## src/rtl/conv_layer_ctrl.sv

```systemverilog
// Purpose : sequences one valid-padding, stride-1 convolution layer: walks every output pixel,
//           issues input/weight read indices, strobes the MAC and writes each finished pixel.
// Latency : TAPS+RD_LAT+2 cycles per pixel; compute_done one cycle after the last pixel write.
// Backpr. : none; start is accepted only in IDLE with inmem_wantwrite low, otherwise dropped.
//
// Ports:
//   clk, reset (sync, active-low)      - clock and reset
//   compute_start, inmem_wantwrite     - scheduler start request / input-memory fill in progress
//   compute_done, busy                 - completion pulse / run in progress (start..done)
//   in_index[2:0] {ch,row,col}, w_index - input and weight memory read indices
//   mac_clear, mac_en                  - accumulator clear / accumulate read data
//   out_we, out_index[2:0] {och,row,col} - output memory write strobe and address
module conv_layer_ctrl #(
    parameter int NUM_INPUT  = 16,
    parameter int INPUT_DIM  = 13,
    parameter int NUM_OUTPUT = 32,
    parameter int KERNEL_DIM = 3,
    parameter int RD_LAT     = 1
) (
    input  logic             clk,
    input  logic             reset,
    input  logic             compute_start,
    input  logic             inmem_wantwrite,
    output logic             compute_done,
    output logic             busy,
    output logic [2:0][15:0] in_index,
    output logic [15:0]      w_index,
    output logic             mac_clear,
    output logic             mac_en,
    output logic             out_we,
    output logic [2:0][15:0] out_index
);

    localparam int OUTPUT_DIM = INPUT_DIM - KERNEL_DIM + 1;
    localparam int TAPS       = NUM_INPUT * KERNEL_DIM * KERNEL_DIM;

    localparam logic [15:0] KMAX   = 16'(KERNEL_DIM - 1);
    localparam logic [15:0] CMAX   = 16'(NUM_INPUT - 1);
    localparam logic [15:0] PMAX   = 16'(OUTPUT_DIM - 1);
    localparam logic [15:0] OMAX   = 16'(NUM_OUTPUT - 1);
    localparam logic [15:0] TAPS16 = 16'(TAPS);
    localparam logic [2:0]  DRLAST = 3'(RD_LAT - 1);

    // Weight indices of all output channels must fit the 16-bit index.
    if (NUM_OUTPUT * TAPS > 65536) begin : g_param_err
        $error("conv_layer_ctrl: NUM_OUTPUT*TAPS exceeds 65536");
    end
    if (RD_LAT < 0 || RD_LAT > 4) begin : g_lat_err
        $error("conv_layer_ctrl: RD_LAT must be 0..4");
    end

    typedef enum logic [2:0] {
        S_IDLE, S_CLEAR, S_ACCUM, S_DRAIN, S_WRITE, S_DONE
    } state_t;

    state_t           state_q;
    logic [15:0]      kc_q, kr_q, c_q;        // tap counters
    logic [15:0]      oc_q, row_q, o_q;       // output pixel counters
    logic [15:0]      wbase_q;                // o_q*TAPS, first weight of this output channel
    logic [2:0]       drain_q;
    logic             issue_q;                // a read is being issued this cycle
    logic             done_q, busy_q, clr_q, we_q;
    logic [2:0][15:0] in_idx_q, out_idx_q;
    logic [15:0]      w_q;

    logic [15:0] kc_d, kr_d, c_d, oc_d, row_d, o_d, wbase_d;
    logic        last_tap, last_pix;

    // Next tap and next pixel; kc fastest then kr then c, and oc fastest then row then o.
    always_comb begin
        kc_d = kc_q + 16'd1;
        kr_d = kr_q;
        c_d  = c_q;
        if (kc_q == KMAX) begin
            kc_d = '0;
            kr_d = kr_q + 16'd1;
            if (kr_q == KMAX) begin
                kr_d = '0;
                c_d  = c_q + 16'd1;
            end
        end
        last_tap = (c_q == CMAX) && (kr_q == KMAX) && (kc_q == KMAX);

        oc_d    = oc_q + 16'd1;
        row_d   = row_q;
        o_d     = o_q;
        wbase_d = wbase_q;
        if (oc_q == PMAX) begin
            oc_d  = '0;
            row_d = row_q + 16'd1;
            if (row_q == PMAX) begin
                row_d   = '0;
                o_d     = o_q + 16'd1;
                wbase_d = wbase_q + TAPS16;
            end
        end
        last_pix = (o_q == OMAX) && (row_q == PMAX) && (oc_q == PMAX);
    end

    always_ff @(posedge clk) begin
        if (!reset) begin
            state_q   <= S_IDLE;
            kc_q      <= '0;
            kr_q      <= '0;
            c_q       <= '0;
            oc_q      <= '0;
            row_q     <= '0;
            o_q       <= '0;
            wbase_q   <= '0;
            drain_q   <= '0;
            issue_q   <= 1'b0;
            done_q    <= 1'b0;
            busy_q    <= 1'b0;
            clr_q     <= 1'b0;
            we_q      <= 1'b0;
            in_idx_q  <= '0;
            out_idx_q <= '0;
            w_q       <= '0;
        end else begin
            case (state_q)
                S_IDLE: begin
                    if (compute_start && !inmem_wantwrite) begin
                        state_q <= S_CLEAR;
                        busy_q  <= 1'b1;
                        clr_q   <= 1'b1;
                        kc_q    <= '0;
                        kr_q    <= '0;
                        c_q     <= '0;
                    end
                end
                S_CLEAR: begin
                    // Present tap (0,0,0) of the current pixel in the first ACCUM cycle.
                    clr_q       <= 1'b0;
                    issue_q     <= 1'b1;
                    in_idx_q[2] <= '0;
                    in_idx_q[1] <= row_q;
                    in_idx_q[0] <= oc_q;
                    w_q         <= wbase_q;
                    state_q     <= S_ACCUM;
                end
                S_ACCUM: begin
                    if (last_tap) begin
                        issue_q <= 1'b0;
                        drain_q <= '0;
                        if (RD_LAT == 0) begin
                            state_q   <= S_WRITE;
                            we_q      <= 1'b1;
                            out_idx_q <= {o_q, row_q, oc_q};
                        end else begin
                            state_q <= S_DRAIN;
                        end
                    end else begin
                        kc_q        <= kc_d;
                        kr_q        <= kr_d;
                        c_q         <= c_d;
                        in_idx_q[2] <= c_d;
                        in_idx_q[1] <= row_q + kr_d;
                        in_idx_q[0] <= oc_q + kc_d;
                        // Taps are walked in flat weight order, so the weight index just counts.
                        w_q         <= w_q + 16'd1;
                    end
                end
                S_DRAIN: begin
                    drain_q <= drain_q + 3'd1;
                    if (drain_q == DRLAST) begin
                        state_q   <= S_WRITE;
                        we_q      <= 1'b1;
                        out_idx_q <= {o_q, row_q, oc_q};
                    end
                end
                S_WRITE: begin
                    we_q <= 1'b0;
                    if (last_pix) begin
                        oc_q    <= '0;
                        row_q   <= '0;
                        o_q     <= '0;
                        wbase_q <= '0;
                        done_q  <= 1'b1;
                        state_q <= S_DONE;
                    end else begin
                        oc_q    <= oc_d;
                        row_q   <= row_d;
                        o_q     <= o_d;
                        wbase_q <= wbase_d;
                        clr_q   <= 1'b1;
                        kc_q    <= '0;
                        kr_q    <= '0;
                        c_q     <= '0;
                        state_q <= S_CLEAR;
                    end
                end
                S_DONE: begin
                    done_q    <= 1'b0;
                    busy_q    <= 1'b0;
                    in_idx_q  <= '0;
                    out_idx_q <= '0;
                    w_q       <= '0;
                    state_q   <= S_IDLE;
                end
                default: state_q <= S_IDLE;
            endcase
        end
    end

    // mac_en follows the issue strobe by the memory read latency.
    if (RD_LAT == 0) begin : g_nodly
        assign mac_en = issue_q;
    end else begin : g_dly
        logic [RD_LAT-1:0] dly_q;
        if (RD_LAT == 1) begin : g_one
            always_ff @(posedge clk) begin
                if (!reset) dly_q <= '0;
                else        dly_q <= issue_q;
            end
        end else begin : g_many
            always_ff @(posedge clk) begin
                if (!reset) dly_q <= '0;
                else        dly_q <= {dly_q[RD_LAT-2:0], issue_q};
            end
        end
        assign mac_en = dly_q[RD_LAT-1];
    end

    assign compute_done = done_q;
    assign busy         = busy_q;
    assign mac_clear    = clr_q;
    assign out_we       = we_q;
    assign in_index     = in_idx_q;
    assign out_index    = out_idx_q;
    assign w_index      = w_q;

endmodule

```

## config.mk

```make
export PLATFORM = sky130hd
export DESIGN_NAME = conv_layer_ctrl
export DESIGN_NICKNAME = d
export VERILOG_FILES = /design/src/rtl/conv_layer_ctrl.sv
export SDC_FILE = /design/constraint.sdc
export NUM_CORES = 1
export LEC_CHECK = 0
export BUFFER_PORTS_ARGS = -buffer_cell sky130_fd_sc_hd__buf_2
export CORE_ASPECT_RATIO = 1.1
export CORE_MARGIN = 2
export CORE_UTILIZATION = 30
export CTS_CLUSTER_DIAMETER = 30
export DETAILED_ROUTE_END_ITERATION = 7
export PLACE_DENSITY = 0.45
export REMOVE_ABC_BUFFERS = 1
export SYNTH_ARGS = -nofsm -noshare
export SYNTH_HDL_FRONTEND = slang
export SYNTH_SLANG_ARGS = --single-unit
```

## constraint.sdc

```tcl
create_clock -name clk -period 4.9 [get_ports clk]
set_clock_uncertainty 0.15 [all_clocks]
set_input_delay 0.49 -clock clk [delete_from_list [all_inputs] [get_ports clk]]
set_output_delay 0.49 -clock clk [all_outputs]
set_load 0.03 [all_outputs]
```

# [After elaboration in Yosys (flattened, before gate mapping)]
# Cells that the tools add are included.
[word_totals] reg_bits=236 in_bits=4 elab_cells=128 out_inout_bits=117
[op_classes] reduce_logical=31 add_sub_neg=11 eq_ne=17 mux=47
[op_table] operator="two-way mux 16 bit" n=22
[op_table] operator="one-hot mux 16 bit (3 select lines)" n=4
[op_table] operator="one-hot mux 48 bit (3 select lines)" n=1
[op_table] operator="adder 16 x 1 -> 16 bit (second input constant)" n=7
[op_table] operator="two-way mux 48 bit" n=2
[op_table] operator="one-hot mux 48 bit (2 select lines)" n=1
[op_table] operator="== test 16 x 4 -> 1 bit (second input constant)" n=3
[op_table] operator="adder 16 bit" n=2
[op_table] operator="== test 16 x 2 -> 1 bit (second input constant)" n=2
[op_table] operator="adder 16 x 8 -> 16 bit (second input constant)" n=1
[op_table] operator="== test 16 x 5 -> 1 bit (second input constant)" n=1
[op_table] operator="AND reduction 2 bit" n=8
[op_table] operator="nonzero test 2 bit" n=8
[op_table] operator="two-way mux 3 bit" n=5
[op_table] operator="one-hot mux 3 bit (5 select lines)" n=1
[op_table] operator="!= test 2 bit (second input constant)" n=6
[op_table] operator="AND reduction 3 bit" n=3
[op_table] operator="nonzero test 3 bit" n=3
[op_table] operator="one-hot mux 1 bit (2 select lines)" n=4
[op_table] operator="== test 3 x 2 -> 1 bit (second input constant)" n=2
[op_table] operator="== test 3 bit (second input constant)" n=2
[op_table] operator="zero test 3 bit" n=2
[op_table] operator="one-hot mux 3 bit (2 select lines)" n=1
[op_table] operator="logical AND 1 bit" n=5
[op_table] operator="6 further kinds" n=10

# [Depth between registers and ports, before layout]
# Gate-level depths: netlist of run 1.
[depth] depth_word=6 mapped_depth=18 ltp_nobuf=17

# [Worst setup path before layout of run 1]
# Ideal clock, no wire load.
[synth_path] path_type="flip-flop to flip-flop" startpoint="register kc_q[1]" endpoint="register in_idx_q (netlist bit in_index[31])" path_buffers=1 t_required_ns=4.619 period_less_slack_ns=3.669 slack_ns=1.231 arrival_ns=3.388 path_stages_with_launch=17 setup_ns=0.131 cell_sequence="dfxtp_1 -> ha_1 -> nor4b_1 -> and4_1 -> buf_2 -> nand4_1 -> nor2_1 -> nand2_1 -> xnor2_1 -> ha_1 -> a21o_1 -> a21o_1 -> a21o_1 -> a2111oi_0 -> nor3_1 -> xnor2_1 -> o22ai_1"
[synth_via] elab_chain_cells=5 elab_cells_between_ends=8 cone_classes="add/sub: 1; eq/ne: 2; mux: 3; reduce/logical: 2"
[synth_lines] element="from (decl)" line_no="57" source="logic [15:0] kc_q, kr_q, c_q;"
[synth_lines] element="from (signal assigned)" line_no="153" source="kc_q <= kc_d;"
[synth_lines] element="== test 16 x 2 -> 1 bit (*)" line_no="74, 82"
[synth_lines] element="two-way mux 16 bit" line_no="74" source="if (kc_q == KMAX) begin"
[synth_lines] element="adder 16 bit" line_no="157" source="in_idx_q[1] <= row_q + kr_d;"
[synth_lines] element="two-way mux 48 bit" line_no="142" source="if (last_tap) begin"
[synth_lines] element="one-hot mux 48 bit (3 select lines)" line_no="120" source="case (state_q)"
[synth_lines] element="to (decl)" line_no="63" source="logic [2:0][15:0] in_idx_q, out_idx_q;"
# Every way passes the cells marked *; elsewhere a longest branch is shown, timed or not. The select of a mux whose other input is x is not followed.
# A chain may end at the register's enable or synchronous reset.

# [Worst setup path in the final report of run 1]
# Same ends and word-level chain as after synthesis.

==> results.json, run 1 <==
{
  "status": "finished, final reports clean",
  "synthDistinctLibCells": 65,
  "drcViolationCount": 0,
  "routed_wl_um": 36200,
  "core_area_sq_um": 38900,
  "synth_flop_cell": "dfxtp_1",
  "tightestPinTransition_ps": 1130,
  "startpoint_type": "register",
  "place_inst": 2033,
  "grt_max_degree": 77,
  "path_cells": "ha_1, nor4b_1, and4_1, nand4_1, nor2_1, nand2_1, xnor2_1, ha_1, a21o_1, a21o_1, a21o_1, a2111oi_0, nor3_1, xnor2_1, o22ai_1",
  "critPathSlowestCell": "and4_1",
  "htree_levels": 3,
  "fp-row-count": 76,
  "ioPinCount": 121,
  "chipHeight_um": 212,
  "area_delta_synth_final_pct": 28.5,
  "synth_area_per_cell_sq_um": 7.98,
  "netlist_top_cells_area": "dfxtp_1, a21oi_1, nand2_1",
  "drv_slew": 0,
  "setup_violations": 0,
  "fin_nets": 1650,
  "avgViaCountPerCell": 5.07,
  "antenna_found_initial": 0,
  "insertion_delay_ps": 560,
  "critPathMostFrequentCell": "a21o_1",
  "synth_top_area_share_pct": 39.5,
  "worst_ep_required_time_ps": 5150,
  "cts.repair.resized": 0,
  "die-area_sq_um": 40800,
  "cts_buffer_depth": 3,
  "critPathMaxFanout": 8,
  "min_period_ps": 4270,
  "cts_tree": "built",
  "ys_ff_latch": 232,
  "period_share_pct": 87.0,
  "timing.slew.headroom_pct": 24.5,
  "rsz0062_at_grt": "no",
  "endpoint_kind": "register",
  "rrSetupSlack_ps": 630,
  "synth_commonest_cells": "dfxtp_1, nand2_1, nor2_1",
  "dr.pass1.iters": 5,
  "grt_use_total_pct": 18.0,
  "path_class": "reg2reg",
  "synth-seq-area-share_pct": 39.5,
  "grt-ovfl-total": 0,
  "wire_per_inst_um": 16.8,
  "p_per_area_nw_per_um2": 478,
  "async_flop_share_pct": 0,
  "cts_root_buffer": "clkbuf_16",
  "synth.most_common_cell": "dfxtp_1",
  "netlist_area_sq_um": 11800,
  "gp_congestion": 0.826,
  "grt_pass1_vias": 10638,
  "cts.clk_slew.worst_paths_ps": 40,
  "cap_violations": 0,
  "start_util_pct": 30.2,
  "fin_tns_setup_ps": 0,
  "synthCells": 1475,
  "cts_buffers": 66,
  "leakage_uw": 0.00611,
  "drive_above_1_share_pct": 16.3,
  "hp-class": "reg2reg",
  "ir_worst_vdd_v": 0.000233,
  "instances_no_fill": 2153,
  "slowest_delay_ps": 450,
  "die_width_um": 193,
  "hold_viol": 0,
  "critPathArrivalTime_ps": 4520,
  "ys_warn_count": 0,
  "post-cts-setup-buffers": 0,
  "yosysTopAreaCell": "dfxtp_1",
  "fmax_mhz": 234,
  "grt_first_pass_wirelength_um": 57800,
  "port_buffers": 120,
  "drtIter0Drc": 568,
  "ant_nets": 0,
  "hpwl_um": 24400,
  "hold_buffers": 0,
  "antenna_cells": 0,
  "vias": 10906,
  "synth-edff-count": 0,
  "clock-sinks": 232
}
-- worst max-delay path, delay by kind of cell, from the launching register on --
family,cells,cell delay [ps]
simple gates,6,1640
xor+xnor,2,430
fa+ha+maj,2,490
flops,1,400
compound gates,5,1010
-- state kept, by name (all words and copies together) (netlist names), 12 cells and up --
| register | flops |
|---|---|
| in_index | 48 |
| out_index | 48 |
| c_q | 16 |
| kc_q | 16 |
| kr_q | 16 |
| o_q | 16 |
| oc_q | 16 |
| row_q | 16 |
| w_index | 16 |
| wbase_q | 12 |
-- layout by cell type (no fill, tap or decap), drive strengths merged, types with 50 or more instances in the layout --
cell type | netlist | final
buf | 20 | 137
clkbuf | 66 | 85
ha | 50 | 50
xor2 | 58 | 58
dfxtp | 232 | 232
nand3 | 65 | 65
a21oi | 157 | 157
nor2 | 166 | 166
nand2 | 200 | 200
o21ai | 70 | 70
xnor2 | 59 | 59
-- cells by family (layout without fill, tap and decap cells) --
| logic type | after synthesis | in the layout | synth area share (%) |
|---|---|---|---|
| simple gates | 623 | 623 | 24.9 |
| compound gates | 337 | 337 | 17.1 |
| flops | 232 | 232 | 39.5 |
| xor+xnor | 117 | 117 | 8.71 |
| buf+inv | 110 | 281 | 3.75 |
| fa+ha+maj | 54 | 54 | 5.83 |
| mux | 2 | 2 | 0.170 |
-- path summary, 6_finish.rpt --
check | from | to | cells past startpoint
max | kc_q[1]$_SDFFE_PN0P_ | in_index[31]$_SDFFE_PN0P_ | 15
min | out_index[18]$_SDFFE_PN0P_ | out_index[18]$_SDFFE_PN0P_ | 2
max reg2reg | kc_q[1]$_SDFFE_PN0P_ | in_index[31]$_SDFFE_PN0P_ | 15
min reg2reg | out_index[18]$_SDFFE_PN0P_ | out_index[18]$_SDFFE_PN0P_ | 2
-- power breakdown --
part / total, uW / internal [uW] / switching (uW) / leakage, uW
Combinational: 787 / 199 / 588 / 0.00311
Sequential: 2060 / 1980 / 72.5 / 0.00188
Clock: 4390 / 3110 / 1280 / 0.00112
-- routing by layer --
layer | GRT usage (%) | vias up | wire length [um]
met5 | 0 | - | 0
met4 | 6.37 | 0 | 896
met3 | 4.24 | 65 | 1870
met2 | 29.2 | 225 | 16700
met1 | 23.1 | 5144 | 16800
li1 | - | 5472 | -
-- layout make-up --
type	instances	area (sq um)
clock buffer	85	1840
clock inverter	35	453
fill	4026	23800
inverter	24	91.3
multi-input combinational	1133	6720
sequential	232	4640
tap	507	634
timing repair buffer	137	728
-- per-stage QoR --
stage | util, % | cell area, sq um | setup WS, ps | total power, uW | hold slack (ps)
finish | 38.9 | 15100 | 635 | 7230 | 299
global route | 38.9 | 15100 | 240 | 7530 | 302
CTS | 38.9 | 15100 | 640 | 7340 | 271
detailed placement | 33.0 | 12800 | 619 | 2890 | 294
global placement | 33.0 | 12800 | 697 | 2880 | 291
floorplan | - | 11400 | 487 | 2570 | 280
No activity file was read; power rests on OpenSTA's default activity.
==> run 2: changes to the inputs <==
PLACE_DENSITY = unset   (was 0.45)
==> run 2 against run 1 <==
Effect of this change:
- hold slack about the same
- cell area down 2.6%
- maximum frequency up 0.95%
- combinational power about the same
- sequential power about the same
- die area unchanged
- largest cell class unchanged
- highest routed layer unchanged
==> results.json, run 2 (synthesis results as in run 1) <==
{
  "min_period_ps": 4230,
  "port_buffers": 120,
  "critPathMaxFanout": 8,
  "cts_buffer_depth": 3,
  "fin_nets": 1638,
  "worst_ep_required_time_ps": 5190,
  "ant_nets": 0,
  "hpwl_um": 23800,
  "slowest_delay_ps": 450,
  "core_area_sq_um": 38900,
  "gp_congestion": 0.869,
  "vias": 10959,
  "grt-ovfl-total": 0,
  "fillCellCount": 3940,
  "drv_slew": 0,
  "htree_levels": 2,
  "critPathSlowestCell": "fa_1",
  "finalPower_uw": 6540,
  "grt_first_pass_wirelength_um": 55300,
  "drive_above_1_share_pct": 15.2,
  "antenna_found_initial": 0,
  "avgViaCountPerCell": 5.14,
  "die_width_um": 193,
  "cts_root_buffer": "clkbuf_16",
  "cts.clk_slew.worst_paths_ps": 50,
  "layout_common_cells": "dfxtp_1, nand2_1, nor2_1, a21oi_1, buf_2",
  "area_delta_synth_final_pct": 25.2,
  "critPathBufInv": 1,
  "hold_viol": 0,
  "clock-sinks": 232,
  "cap_violations": 0,
  "timing.slew.headroom_pct": 23.9,
  "grt_use_total_pct": 16.9,
  "crit_family": "compound AO/OA/AOI/OAI gates",
  "routed_wl_um": 34800,
  "ir_worst_vdd_v": 0.000281,
  "wire_per_inst_um": 16.3,
  "post-cts-setup-buffers": 0,
  "cts_buffers": 54,
  "fmax_mhz": 237,
  "drtIter0Drc": 578,
  "startpoint_type": "register",
  "place_inst": 2033,
  "tightestPinTransition_ps": 1140,
  "antenna_cells": 0,
  "setup_ws_ps": 675,
  "hold_buffers": 0,
  "grt_pass1_vias": 10574,
  "rsz0062_at_grt": "no",
  "drcViolationCount": 0,
  "start_util_pct": 30.2,
  "period_share_pct": 86.2,
  "chipHeight_um": 212,
  "die-area_sq_um": 40800,
  "fp-row-count": 76,
  "insertion_delay_ps": 550,
  "critPathArrivalTime_ps": 4520,
  "finish.utilization_pct": 37.9,
  "fin_tns_setup_ps": 0,
  "ioPinCount": 121,
  "endpoint_kind": "register",
  "status": "finished, final reports clean",
  "path_class": "reg2reg",
  "dr.pass1.iters": 5,
  "path_cells": "ha_1, nor4b_1, and4_1, nand2_1, o21ai_0, inv_1, fa_1, nor2b_1, o2111ai_1, a31oi_1, nor3_1, o21ai_0, a31oi_1, xor2_1, a221oi_1",
  "grt_max_degree": 54,
  "place_ws_ps": 695,
  "instances_no_fill": 2134,
  "setup_violations": 0,
  "hp-class": "reg2reg",
  "cts.repair.resized": 0,
  "leakage_uw": 0.00590,
  "p_per_area_nw_per_um2": 444,
  "final_common_cell": "dfxtp_1",
  "cts_tree": "built"
}
-- run 2: cell types whose count changed in the layout (fill, tap and decap cells not counted), sizes merged --
cell / change
inv: -3
bufinv: -1
clkbuf: -11
clkinv: -6
clkinvlp: +2
-- run 2: layout make-up --
type / instances / area, sq um / area share [%]
inverters: 24 / 91.3 / 0.620
clock buffers: 74 / 1540 / 10.4
flip-flops and latches: 232 / 4640 / 31.5
well taps: 507 / 634 / 4.31
multi-input cells: 1133 / 6720 / 45.7
repair buffers: 137 / 728 / 4.94
clock inverters: 27 / 367 / 2.49
-- run 2: per-layer routing --
layer / vias to the layer above / GRT usage [%] / part of all wire (%)
li1: 5434 / - / -
met1: 5156 / 21.5 / 44
met2: 292 / 28.0 / 47
met3: 77 / 3.53 / 6.5
met4: 0 / 6.24 / 2.9
met5: - / 0 / 0
-- run 2: stage by stage --
step	cell area (sq um)	hold WS, ps
after floorplan	11400	280
after global placement	12800	289
after detailed placement	12800	293
after CTS	14700	300
after global routing	14700	314
final	14700	298
-- run 2: worst reg2reg max path: stages, from the launching register on --
cell and delay [ps]:
dfxtp_1 410, ha_1 180, nor4b_1 320, and4_1 430, nand2_1 100, o21ai_0 370
inv_1 130, fa_1 460, nor2b_1 190, o2111ai_1 150, a31oi_1 300, nor3_1 70
o21ai_0 300, a31oi_1 150, xor2_1 160, a221oi_1 250
-- run 2: power breakdown --
group          switching (uW)  internal (uW)
registers                71.1           1980
clock network            1100           2590
logic                     590            200
total                    1760           4770
-- run 2: path summary, 6_finish.rpt --
check / from / to / slack (ps) / cells past startpoint
setup / recovery: kc_q[1]$_SDFFE_PN0P_ / in_index[30]$_SDFFE_PN0P_ / 670 / 15
hold / removal: out_index[46]$_SDFFE_PN0P_ / out_index[46]$_SDFFE_PN0P_ / 300 / 2
setup reg to reg: kc_q[1]$_SDFFE_PN0P_ / in_index[30]$_SDFFE_PN0P_ / 670 / 15
hold reg to reg: out_index[46]$_SDFFE_PN0P_ / out_index[46]$_SDFFE_PN0P_ / 300 / 2
==> run 3: changes to the inputs <==
--- a/config.mk
+++ b/config.mk
@@ -12,4 +12,5 @@
 export CTS_CLUSTER_DIAMETER = 30
 export DETAILED_ROUTE_END_ITERATION = 7
+export GPL_TIMING_DRIVEN = 0
 export REMOVE_ABC_BUFFERS = 1
 export SYNTH_ARGS = -nofsm -noshare
==> constraint.sdc (replaced) <==
create_clock -name clk -period 4.88 [get_ports clk]
set_clock_uncertainty 0.15 [all_clocks]
set_input_delay 0.488 -clock clk [delete_from_list [all_inputs] [get_ports clk]]
set_output_delay 0.488 -clock clk [all_outputs]
set_load 0.02 [all_outputs]
==> run 3 against run 2 <==
Effect of this change:
- setup slack got worse by 200 ps
- global-route usage up 0.091 points
- hold slack worse by 19 ps
- die area is the same
- routed wire length rose by 0.28%
- sequential power barely moved
- core utilization up 0.093 points
- via count is 0.13% lower
- cell count is 0.47% lower
- clock-buffer cell count down 16
- clock power decreased by 2%
- maximum frequency down 4.2%
- highest routed layer unchanged
==> results.json, run 3 (synthesis results as in run 1) <==
{
  "hold_buffers": 0,
  "port_buffers": 120,
  "clock-sinks": 232,
  "die-area_sq_um": 40800,
  "whs_ps": 280,
  "placed_area_sq_um": 12900,
  "r2r_start": "kc_q[0]$_SDFFE_PN0P_",
  "rsz0062_at_grt": "no",
  "critPathBufInv": 1,
  "stdcell_area_sq_um": 14800,
  "slowest_delay_ps": 570,
  "dr.pass1.iters": 5,
  "insertion_delay_ps": 570,
  "rrSetupSlack_ps": 470,
  "tightestPinTransition_ps": 1020,
  "drive_above_1_share_pct": 15.3,
  "post-cts-setup-buffers": 0,
  "hold_viol": 0,
  "critPathSlowestCell": "nand4_1",
  "antenna_cells": 0,
  "drtIter0Drc": 552,
  "critPathArrivalTime_ps": 4690,
  "ant_nets": 0,
  "fin_nets": 1629,
  "vias": 10945,
  "cts.clk_slew.worst_paths_ps": 50,
  "path_class": "reg2reg",
  "critPathMaxFanout": 11,
  "cts_buffer_depth": 3,
  "p_per_area_nw_per_um2": 437,
  "fmax_mhz": 227,
  "cts_root_buffer": "clkbuf_16",
  "hp-class": "in2reg",
  "cts_tree": "built",
  "grt_use_total_pct": 17.0,
  "crit_end": "in_index[31]$_SDFFE_PN0P_",
  "htree_levels": 2,
  "path_cells": "inv_1, ha_1, nor4b_1, nand4_1, o21ai_0, o21ai_0, ha_1, a21oi_1, a21boi_0, o21ai_0, a21oi_1, a2111oi_0, nor3_1, xnor2_1, o22ai_1",
  "grt-ovfl-total": 0,
  "fp-row-count": 76,
  "grt_pass1_vias": 10674,
  "status": "finished, final reports clean",
  "worst_ep_required_time_ps": 5160,
  "cts_buffers": 53,
  "chipHeight_um": 212,
  "core_area_sq_um": 38900,
  "start_util_pct": 30.2,
  "ir_worst_vdd_v": 0.000225,
  "area_delta_synth_final_pct": 25.5,
  "endpoint_kind": "register",
  "timing.rr.end": "in_index[31]$_SDFFE_PN0P_",
  "layout_common_cells": "dfxtp_1, nand2_1, nor2_1, a21oi_1, buf_2",
  "period_share_pct": 90.4,
  "min_period_ps": 4410,
  "hpwl_um": 24000,
  "ioPinCount": 121,
  "timing.slew.headroom_pct": 31.4,
  "cp.depth": 15,
  "final_common_cell": "dfxtp_1",
  "grt_max_degree": 69,
  "die_width_um": 193,
  "drcViolationCount": 0,
  "critPathMostFrequentCell": "o21ai_0",
  "avgViaCountPerCell": 5.15,
  "drv_slew": 0,
  "crit_family": "compound AO/OA/AOI/OAI gates",
  "cap_violations": 0,
  "reg2regPathDepth": 15,
  "gp_congestion": 0.796,
  "grt_first_pass_wirelength_um": 55800,
  "critPathLaunch": "kc_q[0]$_SDFFE_PN0P_",
  "setup_violations": 0,
  "fillCellCount": 3947,
  "routed_wl_um": 34900,
  "startpoint_type": "register",
  "wire_per_inst_um": 16.4,
  "leakage_uw": 0.00588,
  "antenna_found_initial": 0
}
==> run 3: changes by cell type in the layout (fill, tap and decap cells not counted), moves of 2 or more <==
cell	previous run	this run
inv_6	1	14
clkinv_2	9	5
buf_4	17	0
clkbuf_1	10	2
bufinv_16	8	6
clkinvlp_4	8	11
clkbuf_8	9	1
clkinv_4	2	6
buf_12	0	8
==> run 3: per-stage QoR <==
stage	total power, uW	setup WS (ps)	utilization [%]	setup TNS, ps	cells
finish	6460	471	38.0	0	2124
global route	6700	63.6	38.0	0	2124
CTS	6530	433	38.0	0	2124
detailed placement	2860	-29.5	33.2	-29.5	2025
global placement	2810	-2810	32.5	-147910	2016
floorplan	2520	467	-	0	1389
==> run 3: per-layer routing <==
metal  track usage, %  share of wire (%)  vias up
met5                0                  0        -
met4             6.32                2.7        0
met3             4.33                6.5       71
met2             28.3                 48      270
met1             21.0                 43     5174
li1                 -                  -     5430
==> run 3: layout make-up <==
cell class | count | area, sq um | share of cell area, %
flip-flops and latches | 232 | 4640 | 31.5
well taps | 507 | 634 | 4.30
repair buffers | 129 | 788 | 5.34
clock inverters | 41 | 454 | 3.08
clock buffers | 58 | 1400 | 9.47
multi-input cells | 1133 | 6750 | 45.7
inverters | 24 | 95.1 | 0.644
==> run 3: how the worst min path moves through the flow <==
stage	startpoint	endpoint	slack [ps]	cells after the start
floorplan	issue_q$_SDFFE_PN0P_	mac_en$_SDFF_PN0_	280	1
global placement	in_index[35]$_SDFFE_PN0P_	in_index[35]$_SDFFE_PN0P_	290	2
detailed placement	out_index[3]$_SDFFE_PN0P_	out_index[3]$_SDFFE_PN0P_	290	2
CTS	compute_start	busy$_SDFFE_PN0P_	270	5
global route	out_index[3]$_SDFFE_PN0P_	out_index[3]$_SDFFE_PN0P_	320	2
finish	compute_start	busy$_SDFFE_PN0P_	280	5
==> run 3: timing repair <==
item,CTS,global route
gates resized for setup,1,1
cloned,0,0
endpoints found under the setup margin,1,1
==> run 3: worst reg2reg max path, delay by kind of cell, from the launching register on <==
kind | cells | cell delay, ps
flip-flops | 1 | 360
AO/OA/AOI/OAI | 8 | 1970
XOR/XNOR | 1 | 200
buffers and inverters | 1 | 80
adder cells (fa/ha/maj) | 2 | 500
AND/OR/NAND/NOR | 3 | 1050
==> run 3: power breakdown <==
part | internal, uW | switching, uW | leakage (uW) | total (uW)
Sequential | 1990 | 69.6 | 0.00188 | 2060
Clock | 2410 | 1230 | 0.000877 | 3640
Combinational | 227 | 534 | 0.00312 | 760
Total | 4630 | 1830 | 0.00588 | 6460
